### config.mk
export PLATFORM = sky130hd
export DESIGN_NAME = if_fetch
export DESIGN_NICKNAME = d
export VERILOG_FILES = /design/src/rtl/if_fetch_pkg.sv /design/src/rtl/if_fetch.sv
export SDC_FILE = /design/constraint.sdc
export NUM_CORES = 1
export LEC_CHECK = 0
export BUFFER_PORTS_ARGS = -buffer_cell sky130_fd_sc_hd__buf_2
export CAP_MARGIN = 30
export CORE_ASPECT_RATIO = 1.1
export CORE_MARGIN = 2
export CORE_UTILIZATION = 41
export DETAILED_ROUTE_END_ITERATION = 12
export HOLD_SLACK_MARGIN = 0.05
export PLACE_DENSITY = 0.69
export SYNTH_ARGS = -nofsm -noshare
export SYNTH_HDL_FRONTEND = slang
export SYNTH_SLANG_ARGS = --single-unit
### constraint.sdc
create_clock -name clk -period 1.9 [get_ports clk]
set_clock_uncertainty 0.05 [all_clocks]
set_input_delay 0.19 -clock clk [delete_from_list [all_inputs] [get_ports clk]]
set_output_delay 0.19 -clock clk [all_outputs]
set_load 0.05 [all_outputs]
### src/rtl/if_fetch_pkg.sv
// Shared widths, reset polarity and fetch-stage state types for if_fetch.
package if_fetch_pkg;

  localparam logic        RST_ENABLE  = 1'b1;
  localparam int unsigned INST_ADDR_W = 32;
  localparam int unsigned INST_W      = 32;
  localparam logic [INST_W-1:0] ZERO_WORD = '0;

  typedef enum logic {
    FETCH_BUSY  = 1'b0,
    FETCH_READY = 1'b1
  } fetch_state_e;

  typedef struct packed {
    fetch_state_e           state;
    logic [INST_ADDR_W-1:0] pc;
    logic [1:0]             cnt;
    logic [INST_W-1:0]      inst_buf;
    logic                   waiting;
    logic                   discard;
  } fetch_regs_t;

  localparam fetch_regs_t FETCH_RESET = '{
    state:    FETCH_BUSY,
    pc:       ZERO_WORD,
    cnt:      2'd0,
    inst_buf: ZERO_WORD,
    waiting:  1'b0,
    discard:  1'b0
  };

endpackage

### src/rtl/if_fetch.sv
// Instruction fetch: assembles each 32-bit instruction from four byte reads
// on the shared 8-bit memory port and hands PC/instruction pairs to IF/ID.
module if_fetch
  import if_fetch_pkg::*;
(
  input  logic        clk,
  input  logic        rst,
  input  logic [5:0]  stall,
  input  logic        branch_flag_i,
  input  logic [31:0] branch_target_i,
  output logic        mem_req_o,
  output logic [31:0] mem_addr_o,
  input  logic        mem_gnt_i,
  input  logic        mem_rvalid_i,
  input  logic [7:0]  mem_rdata_i,
  output logic [31:0] if_pc_o,
  output logic [31:0] if_inst_o,
  output logic        stallreq_o
);

  fetch_regs_t r;
  fetch_regs_t r_nxt;
  logic        req;
  logic        outstanding;
  logic        stall_unused;

  assign stall_unused = ^stall[5:1];

  assign req = (r.state == FETCH_BUSY) && !r.waiting && !r.discard;

  always_ff @(posedge clk) begin
    if (rst == RST_ENABLE) begin
      r <= FETCH_RESET;
    end else begin
      r <= r_nxt;
    end
  end

  always_comb begin
    r_nxt       = r;
    outstanding = 1'b0;
    unique case (r.state)
      FETCH_BUSY: begin
        if (req && mem_gnt_i) begin
          r_nxt.waiting = 1'b1;
        end
        if (mem_rvalid_i && r.discard) begin
          r_nxt.discard = 1'b0;
          r_nxt.waiting = 1'b0;
        end else if (mem_rvalid_i && r.waiting) begin
          r_nxt.inst_buf[{r.cnt, 3'b000} +: 8] = mem_rdata_i;
          r_nxt.waiting = 1'b0;
          r_nxt.cnt     = r.cnt + 2'd1;
          if (r.cnt == 2'd3) begin
            r_nxt.state = FETCH_READY;
          end
        end
        // A redirect overrides the byte bookkeeping above; a byte still in
        // flight after this edge must be swallowed before requesting again.
        if (branch_flag_i) begin
          outstanding   = (r.waiting && !mem_rvalid_i) || (req && mem_gnt_i);
          r_nxt.pc      = branch_target_i;
          r_nxt.cnt     = 2'd0;
          r_nxt.state   = FETCH_BUSY;
          r_nxt.waiting = outstanding;
          r_nxt.discard = outstanding;
        end
      end
      FETCH_READY: begin
        if (!stall[0]) begin
          r_nxt.pc    = branch_flag_i ? branch_target_i : r.pc + 32'd4;
          r_nxt.cnt   = 2'd0;
          r_nxt.state = FETCH_BUSY;
        end
      end
    endcase
  end

  assign mem_req_o  = req;
  assign mem_addr_o = r.pc + 32'(r.cnt);
  assign if_pc_o    = (r.state == FETCH_READY) ? r.pc : ZERO_WORD;
  assign if_inst_o  = (r.state == FETCH_READY) ? r.inst_buf : ZERO_WORD;
  assign stallreq_o = (r.state == FETCH_BUSY);

endmodule

After elaboration in Yosys (flattened, before gate mapping)
Index checks and enable logic that the tools add are counted.
Storage, ports and cells
  output and inout port bits: 98
  bits in registers: 69
  word-level logic and storage cells: 52
  bits of input ports: 51
Cells by class
  multiplexer cells: 16
  reduce and logical (&&, ||, !) cells: 17
  bitwise operators: 2
  shifts and indexed selects: 2
  equality and inequality tests: 5
  add/subtract/negate cells: 4
Operators with widths (number)
  2-to-1 mux 35 bit: 3
  2-to-1 mux 32 bit: 3
  case mux 35 bit (2 select lines): 1
  2-to-1 mux 34 bit: 1
  adder 32 x 2 -> 32 bit: 1
  adder 32 x 3 -> 32 bit, second input constant: 1
  bitwise mux 32 bit: 1
  variable shift 8 x 7 -> 32 bit, first input constant: 1
  indexed part select 8 x 7 -> 32 bit: 1
  negator 5 -> 7 bit: 1
  logical AND 1 bit: 6
  2-to-1 mux 1 bit: 6
  AND reduction 2 bit: 3
  AND reduction 3 bit: 2
  != test 2 bit, second input constant: 2
  nonzero test 4 bit: 1
  zero test 1 bit: 3
  != test 3 x 2 -> 1 bit, second input constant: 1
  != test 3 bit, second input constant: 1
  adder 2 x 1 -> 2 bit, second input constant: 1
  equality test 2 bit, second input constant: 1
  2-to-1 mux 2 bit: 1
  NOT 1 bit: 2
  nonzero test 2 bit: 1
  logical OR 1 bit: 1

Longest topological paths before layout
Gate-level depths: netlist of run 1.
  depth after elaboration: 9
  gate-level depth with buffers: 7
  gate-level depth less buffers: 6

Least setup slack after synthesis of run 1
OpenSTA, ideal clock, no wires.
  path kind: register to output
  start: register r[34] (netlist bit)
  end: output port mem_addr_o[26]
  arrival time: 2344 ps
  path buffers: 1
  setup slack: -684 ps
  cell stages (with the launch flop): 7
  required time: 1660 ps
  cells stage by stage: dfxtp_1 > ha_1 > inv_1 > fa_1 > clkbuf_1 > nand3b_1 > xnor2_1
Between the ends
  longest elaborated chain between the ends: 1
RTL lines
  from (decl): line if_fetch.sv:21  | fetch_regs_t r;
  from (signal assigned): line if_fetch.sv:35  | r <= r_nxt;
  adder 32 x 2 -> 32 bit: line if_fetch.sv:80  | assign mem_addr_o = r.pc + 32'(r.cnt);
  to (decl): line if_fetch.sv:12  | output logic [31:0] mem_addr_o,
No other way between the ends.

Final worst setup path of run 1
  start: register r[34] (netlist bit)
  end: output port mem_addr_o[10]
The elaborated chain is that of the path after synthesis.

==> key figures, run 1 <==
Global routing
  • Tot GR Track Use: 27.7%
  • Largest net degree at the start of global routing: 49
  • Grt ovf: 0
  • Vias in the first global route: 5410
  • First-pass GRT wire length: 27.3 mm
  • Initial antenna violation count: 0

Routing
  • Drt pass-1 iters: 5
  • WL/cell: 17.3 um
  • Remaining DRCs: 0
  • Number of DRC markers in iteration 0: 273
  • Routed via count: 5448
  • Via-per-instance ratio: 5.52
  • Total Routed Length: 17.1 mm
  • Final ANT Viol Nets: 0

Layout
  • Share of layout cells above drive strength 1: 46.9%
  • Area Overhead vs Synth: 62.4%
  • Commonest non-fill, non-tap cells in the layout: buf_2, buf_4, nand2_1
  • Final nets: 895
  • Most common cell after layout, fill and taps aside: buf_2
  • Antenna cell count: 0
  • Fill count: around 920
  • Final non-filler cell total: 987

Clock network
  • Clock root buffer: clkbuf_16
  • Clock latency on the worst-skew pair: 330 ps
  • TritonCTS Buffers: 9
  • CTS Hold Buffers Added: 0
  • CTS sink cnt: 69
  • Clock Path Buffers: 2
  • CTS tree: yes
  • H-tree levels: 3
  • Clock transition at path regs: 60 ps

Power and ir drop
  • LEAKAGE: ~3.4 nW
  • VDD IR max: ~360 uV
  • PD cells: 534 nW/um^2

Synthesis
  • Post-synthesis mux area share: 1.07%
  • Asr flop ratio synth: 0%
  • Post-synthesis sequential area ratio: 29.6%
  • Synth Instances: 613
  • Synth top area cells: dfxtp_1, and2_1, nand2_1
  • Syn Area/Cell: 7.62 sq um
  • Yosys top cell area share: 29.6%
  • Main combinational cell family by area after synthesis: simple AND/OR/NAND/NOR gates
  • Yosys Warn Count: 0
  • Post-Synth Simple-Gate Area: approximately a third
  • Adder-cell area share of the yosys netlist: 2.57%
  • Synth area leader: dfxtp_1
  • Synth Area in XOR/XNOR: 5.81%
  • Synth Area in Compound Gates: 18.0%
  • Most used DFF post-synth: dfxtp_1
  • Syn nets: 673
  • Post-synth EDFFs: 0
  • Post-synth cell types: 67
  • Synth Register Bits: 69
  • Synthesized area: 4670 sq um

Placed design
  • Detail Placement HPWL: 12.2 mm
  • Setup WS pre-CTS: -268 ps
  • Placed cell count: 947
  • GP Congestion: 0.898
  • PortBufs: 143

Run status
  • Status: complete, but fails checks
  • Violated checks: setup timing

Worst setup path
  • Reg2reg start: r[46]
  • Critical path class: reg2out
  • Crit Path Max Fanout: 7
  • CP Capture Type: output port
  • Critical path arrival: roughly 2100 ps
  • FF-to-FF End: r[55]
  • CP startpoint kind: flip-flop
  • Worst r2r path cells: 8
  • Required time of the critical path: roughly 1700 ps
  • Crit. Startpoint: r[34]
  • FF-to-FF setup slack: -60 ps
  • CP endpoint: mem_addr_o[10]

Floorplan
  • Initial Util: 42.4%
  • Row Count: 40
  • CORE AREA: 11000 sq um
  • Io pins: 149
  • Die span in y: between 100 and 150 um
  • Die area: approximately 12000 sq um
  • Die Width: 106 um

Min path
  • Min-Delay Path Class: in2reg

STA
  • Final setup vio count: 31
  • Unrepaired setup endpoints after global routing: yes
  • Slew headroom: 38.5%
  • Final Max Slew Viols: 0
  • Min Tclk post-route: 2360 ps
  • Setup WS post-layout: -459 ps
  • Fmax: 424 MHz
  • Part of the cycle the worst path needs: 124%
  • Final Hold Fails: 0
  • Worst Tran Pin Value: 923 ps

Flow run
  • Max_cap viols: 0
[worst min-delay path by stage]
stage / startpoint / endpoint / slack, ps / cells after the start
2_1_floorplan: branch_target_i[0] / r[36] / 270 / 2
3_3_place_gp: flip-flop / flip-flop / 390 / 2
3_5_place_dp: flip-flop / flip-flop / 390 / 2
4_1_cts: branch_target_i[0] / r[36] / 50 / 3
5_1_grt: branch_target_i[1] / r[37] / 70 / 3
6_report: branch_target_i[0] / r[36] / 50 / 3
[metal layers]
layer / routed length [um] / GRT usage, % / vias up
met1: 6750 / 33.1 / 2598
met5: 0 / 0 / -
li1: - / - / 2588
met4: 406 / 10.1 / 0
met2: 8790 / 50.1 / 227
met3: 1130 / 5.06 / 35
[through the flow]
step	area, sq um	power [W]	setup TNS [ps]	utilization, %	hold WS (ps)
after global placement	6580	0.00235	-2900	59.8	385
after floorplan	5330	0.00213	-3180	-	268
after detailed placement	6580	0.00236	-3440	59.8	390
after CTS	7350	0.00404	-11030	66.7	50.3
final	7590	0.00406	-9520	68.9	49.6
after global routing	7590	0.00420	-11510	68.9	65.7
[cells by family after synthesis]
group	count (synthesis)
buffers and inverters	65
xor gates and xnor gates	31
muxes	5
DFF	69
and+or+nand+nor	306
AOI/OAI and AO/OA	128
adders and majority gates	9
[Yosys cell counts, types with 2 or more instances]
cell type,instances
a311oi_1,5
buf_8,2
nand3b_1,3
ha_1,8
mux2i_1,5
nand3_2,2
buf_4,2
nand3_1,49
o21a_1,3
nor3_1,17
clkbuf_1,25
buf_6,3
a41o_1,2
buf_2,11
a21oi_1,48
dfxtp_1,69
a311o_1,2
nor2_1,54
and2_1,65
a211oi_1,9
nand2_1,74
and3_1,9
and2_2,2
a22oi_1,3
nor4_1,2
a31oi_1,2
nor3b_1,3
o32ai_1,2
or3_1,4
a21o_1,2
o21ai_0,13
clkbuf_8,7
a31o_2,2
o21bai_1,3
a2111oi_0,9
o22ai_1,13
xor2_1,17
and4_1,2
xnor2_1,14
nand4_1,9
inv_1,11
[area by class of cell]
cell class	count	area (sq um)	area share, %
Clock buffer	9	225	2.97
Clock inverter	7	55.1	0.725
Inverter	12	48.8	0.643
Multi-Input combinational cell	479	3710	48.9
Sequential cell	69	1420	18.7
Tap cell	147	184	2.42
Timing Repair Buffer	264	1950	25.7
[power breakdown]
group	total [W]	internal, W	switching (W)
Combinational	0.000873	0.000355	0.000518
Sequential	0.00156	0.00150	0.0000548
Clock	0.00162	0.000901	0.000724
[worst max-delay path, stage by stage, from the launching register on]
cell and delay (ps):
dfxtp_4 360, ha_4 130, inv_2 40, fa_2 460
buf_12 190, nor3_4 260, xor2_4 170, buf_6 170
[repair_timing]
item / CTS / global route
cloned: 2 / 0
buffers inserted: 15 / 14
gates resized for setup: 102 / 46
pin swaps: 36 / 31
endpoints found under the setup margin: 33 / 70
endpoints found under the hold margin: 0 / 0
(Power assumes the default switching activity.)
==> run 2: changes to the inputs <==
--- a/config.mk
+++ b/config.mk
@@ -5,9 +5,10 @@
 export SDC_FILE = /design/constraint.sdc
 export NUM_CORES = 1
 export LEC_CHECK = 0
+export ABC_AREA = 0
 export BUFFER_PORTS_ARGS = -buffer_cell sky130_fd_sc_hd__buf_2
 export CAP_MARGIN = 30
-export CORE_ASPECT_RATIO = 1.1
+export CORE_ASPECT_RATIO = 1.4
 export CORE_MARGIN = 2
 export CORE_UTILIZATION = 41
 export DETAILED_ROUTE_END_ITERATION = 12
==> run 2 against run 1 <==
Net effect: maximum frequency shrank 0.28%; count of clock-buffer cells in the layout grew 5; cell area grew 0.33%; highest routed layer unchanged; critical path depth is the same; critical path type unchanged; the run still ends with setup timing left; register-to-register slack lost 50 ps; global-route usage shrank 0.22 points.
==> key figures, run 2 (synthesis results as in run 1) <==
Floorplan
  • Die span in y: 130 um
  • Die area: 12300 sq um
  • CORE AREA: 11200 sq um
  • Initial Util: 41.6%
  • Io pins: approximately 150
  • Row Count: 46
  • Die Width: 94.2 um

Worst setup path
  • CP startpoint kind: flip-flop
  • CP Capture Type: output port
  • Slowest-stage cell, CP: nor4_4
  • Critical path arrival: 2130 ps
  • FF-to-FF setup slack: -110 ps
  • Crit Path Max Fanout: 4
  • Critical path's largest stage delay: 390 ps
  • Critical path class: reg2out
  • Required time of the critical path: 1660 ps
  • Critical path, cell by cell: ha_4 > and4_2 > nand4_1 > buf_4 > nor4_4 > xor2_4 > buf_6

Routing
  • Final ANT Viol Nets: 0
  • Via-per-instance ratio: around 5.6
  • Number of DRC markers in iteration 0: 378
  • Total Routed Length: 17.1 mm
  • WL/cell: around 17 um
  • Drt pass-1 iters: 7
  • Routed via count: 5486
  • Remaining DRCs: 0

STA
  • Slew headroom: 46.6%
  • Fmax: approximately 420 MHz
  • Worst Tran Pin Value: 801 ps
  • Final Max Slew Viols: 0
  • Min Tclk post-route: 2370 ps
  • Setup WS post-layout: -466 ps
  • Final Hold Fails: 0
  • Unrepaired setup endpoints after global routing: yes
  • Final setup vio count: 32
  • Part of the cycle the worst path needs: 125%

Placed design
  • Detail Placement HPWL: 12.0 mm
  • Dpl cell area: 6550 sq um
  • GP Congestion: 0.935
  • PortBufs: about 140

Run status
  • Status: complete, but fails checks
  • Violated checks: setup timing

Clock network
  • CTS tree: yes
  • Clock transition at path regs: around 60 ps
  • Clock latency on the worst-skew pair: 330 ps
  • TritonCTS Buffers: 9
  • Clock root buffer: clkbuf_16
  • H-tree levels: 3
  • CTS Hold Buffers Added: 0
  • CTS sink cnt: 69
  • Clock Path Buffers: 2

Global routing
  • Initial antenna violation count: 0
  • Gr busiest metal: met2
  • Tot GR Track Use: 27.5%
  • Met3 Track Usage GR: 4.73%
  • Vias in the first global route: roughly 5400
  • Met1 Use GR: between 30 and 40%
  • First-pass GRT wire length: 26.7 mm
  • Grt ovf: 0
  • Met2 usage: 50.0%
  • Largest net degree at the start of global routing: 57

Power and ir drop
  • Final Power: 0.00422 W
  • PD cells: roughly 550 nW/um^2
  • LEAKAGE: between 3 and 4 nW
  • VDD IR max: between 500 and 600 uV

Layout
  • Most common cell after layout, fill and taps aside: buf_2
  • Commonest non-fill, non-tap cells in the layout: buf_2, buf_4, nand2_1
  • Area of the multi-input gates: 3710 sq um
  • Antenna cell count: 0
  • Reg area: 1410 sq um
  • Final nets: 892
  • Share of layout cells above drive strength 1: 45.9%
  • Final instance area: 7620 sq um
  • Area Overhead vs Synth: 63.0%
  • Fill count: a little under 900
  • Final Util: around two thirds

Min path
  • Min-Delay Path Class: in2reg

Flow run
  • Max_cap viols: 0
run 2: power by group:
group | switching (W) | total, W | internal (W)
Clock | 0.000623 | 0.00179 | 0.00117
Sequential | 0.0000495 | 0.00155 | 0.00150
Combinational | 0.000522 | 0.000876 | 0.000354
run 2: metrics by stage:
stage          setup TNS [ps]  hold WS, ps  worst slack (ps)  instances
2_1_floorplan           -3180          268              -252        613
5_1_grt                -11430         74.7              -534        981
6_report                -9630         52.9              -466        981
3_5_place_dp            -4310          392              -285        939
3_3_place_gp            -2930          385              -205        939
4_1_cts                -10220         64.6              -467        976
run 2: final cells by class:
cell class / count / area share, %
multi-input cells: 479 / 48.7
well taps: 144 / 2.37
clock inverters: 2 / 0.493
inverters: 12 / 0.591
clock buffers: 14 / 3.75
flip-flops and latches: 69 / 18.5
repair buffers: 261 / 25.5
run 2: worst paths after layout:
kind	startpoint	end	cells after the start
hold reg to reg	flip-flop	flip-flop	2
setup / recovery	r[39]	mem_addr_o[24]	7
setup reg to reg	r[44]	r[55]	10
hold / removal	branch_target_i[1]	r[37]	3
run 2: routing by layer:
metal  wire length, um  vias up  part of all wire, %
met4               655        0                  3.8
li1                  -     2569                    -
met2              9030      265                   53
met3              1270       57                  7.4
met1              6150     2595                   36
met5                 0        -                    0
run 2: repair_timing:
| action | in CTS | in global routing |
|---|---|---|
| pin swaps | 36 | 30 |
| buffers inserted | 21 | 12 |
| endpoints found under the setup margin | 33 | 77 |
| gates cloned | 1 | 0 |
| resized for setup | 114 | 33 |
| endpoints found under the hold margin | 0 | 0 |
run 2: worst max-delay path: cells and delay by family (launching register included):
kind / cells / cell delay, ps
xor gates and xnor gates: 1 / 170
adders and majority gates: 1 / 130
buffers and inverters: 2 / 350
DFF: 1 / 360
and+or+nand+nor: 3 / 780
==> run 3: changes to the inputs <==
==> constraint.sdc (replaced) <==
create_clock -name clk -period 1.9 [get_ports clk]
set_clock_uncertainty 0.05 [all_clocks]
set_input_delay 0.475 -clock clk [delete_from_list [all_inputs] [get_ports clk]]
set_output_delay 0.475 -clock clk [all_outputs]
set_load 0.05 [all_outputs]
==> run 3 against run 2 <==
Net effect: the flow still finishes with violations (setup timing); worst hold slack better by 290 ps; critical path depth is the same; sequential power is essentially flat; critical endpoint unchanged; combinational power increased by 5.7%; highest routed layer unchanged; die area unchanged; core utilization increased by 3.6 points; clock power fell by 3%; routed wire length rose by 4.8%; flip-flop and latch count is the same.
==> key figures, run 3 (synthesis results as in run 1) <==
Placed design
  • PortBufs: 143
  • Detail Placement HPWL: 12.4 mm
  • Dpl cell area: 6820 sq um
  • Placed cell count: roughly 960
  • GP Congestion: 0.887

STA
  • Worst Tran Pin Value: 650 ps
  • Setup WS post-layout: -724 ps
  • Hold_ws: 344 ps
  • Final setup vio count: 32
  • Final Hold Fails: 0
  • Part of the cycle the worst path needs: 138%
  • Unrepaired setup endpoints after global routing: yes
  • Final Max Slew Viols: 0
  • Min Tclk post-route: 2620 ps
  • Slew headroom: 56.7%
  • Fmax: 381 MHz

Clock network
  • Clock Path Buffers: 2
  • Clock transition at path regs: 50 ps
  • Clock root buffer: clkbuf_16
  • H-tree levels: 3
  • CTS tree: yes
  • Clock latency on the worst-skew pair: 340 ps
  • CTS sink cnt: slightly below 70
  • TritonCTS Buffers: 9

Routing
  • Number of DRC markers in iteration 0: 399
  • WL/cell: 18.0 um
  • Total Routed Length: 17.9 mm
  • Drt pass-1 iters: 6
  • Final ANT Viol Nets: 0
  • Via-per-instance ratio: between 5 and 6
  • Remaining DRCs: 0
  • Routed via count: 5518

Global routing
  • Grt ovf: 0
  • Largest net degree at the start of global routing: 35
  • Tot GR Track Use: 27.9%
  • Initial antenna violation count: 0
  • First-pass GRT wire length: 26.7 mm
  • Vias in the first global route: 5422

Power and ir drop
  • LEAKAGE: 3.50 nW
  • PD cells: between 500 and 600 nW/um^2
  • Final Power: around 0.0042 W
  • VDD IR max: just over 500 uV

Min path
  • Hold path startpoint: branch_target_i[1]
  • Min-Delay Path Class: in2reg

Worst setup path
  • CP Capture Type: output port
  • Critical path, cell by cell: ha_4 > inv_2 > fa_2 > buf_6 > nor4_4 > xor2_4 > buf_6
  • Critical path's largest stage delay: 470 ps
  • Critical path arrival: 2100 ps
  • Critical path class: reg2out
  • Required time of the critical path: 1370 ps
  • Crit. Startpoint: r[36]
  • Cell mode on critical path: buf_6
  • Crit Path Max Fanout: 8
  • Slowest-stage cell, CP: fa_2
  • Reg2reg start: r[45]
  • CP startpoint kind: flip-flop
  • FF-to-FF setup slack: -200 ps

Floorplan
  • CORE AREA: approximately 11000 sq um
  • Die Width: 94.2 um
  • Initial Util: 41.6%
  • Die span in y: between 100 and 150 um
  • Row Count: 46
  • Io pins: 149
  • Die area: between 10000 and 15000 sq um

Run status
  • Status: complete, but fails checks
  • Violated checks: setup timing

Flow run
  • Max_cap viols: 0

Layout
  • Area Overhead vs Synth: 71.5%
  • Commonest non-fill, non-tap cells in the layout: buf_4, nand2_1, and2_1
  • Final nets: 909
  • Share of layout cells above drive strength 1: between 40 and 50%
  • Final instance area: 8020 sq um
  • Antenna cell count: 0
  • Fill count: around 840
  • Most common cell after layout, fill and taps aside: buf_4
  • Final non-filler cell total: ~1000
-- run 3: cell types whose count changed in the layout (fill, tap and decap cells not counted), sizes merged --
cell / before / now
clkbuf: 15 / 56
buf: 260 / 234
clkinvlp: 1 / 2
-- run 3: power by group --
group,leakage [nW],internal (W),switching (W)
Clock,0.141,0.00108,0.000646
Sequential,0.571,0.00150,0.0000532
Combinational,2.78,0.000385,0.000541
Total,3.50,0.00297,0.00124
-- run 3: layout make-up --
class	instances	area, sq um	share of cell area [%]
clock buffer	12	256	3.20
clock inverter	3	45.0	0.562
inverter	12	45.0	0.562
multi-input combinational	479	3780	47.2
sequential	69	1410	17.6
tap	144	180	2.25
timing repair buffer	278	2290	28.6
-- run 3: path summary, 6_finish.rpt --
path / end / cells after the start
setup / recovery: mem_addr_o[24] / 7
hold / removal: r[37] / 3
setup reg to reg: r[55] / 7
hold reg to reg: flip-flop / 2
-- run 3: timing repair --
item | in CTS | in global routing
cloned | 1 | 2
hold buffers | 0 | 0
setup endpoints to repair | 79 | 83
gates resized for setup | 139 | 81
setup buffers | 14 | 8
pin swaps | 40 | 18
-- run 3: critical path: cells and delay by family (launching register included) --
| kind | cells | cell delay (ps) |
|---|---|---|
| simple gates | 1 | 250 |
| fa+ha+maj | 2 | 610 |
| buf+inv | 3 | 380 |
| flops | 1 | 350 |
| xor+xnor | 1 | 170 |
-- run 3: metrics by stage --
stage | utilization [%] | setup WS, ps | setup TNS [ps]
6_report | 71.4 | -724 | -18530
3_3_place_gp | 60.7 | -517 | -12010
2_1_floorplan | - | -537 | -10710
5_1_grt | 71.4 | -788 | -20430
4_1_cts | 68.5 | -720 | -18050
3_5_place_dp | 60.7 | -565 | -12680
-- run 3: metal layers --
layer / track usage, % / routed length [um] / share of wire, % / vias up
met2: 51.6 / 9370 / 52 / 261
met1: 30.3 / 6520 / 36 / 2579
met4: 13.3 / 758 / 4.2 / 0
met5: 0 / 0 / 0 / -
li1: - / - / - / 2619
met3: 5.14 / 1270 / 7.1 / 59
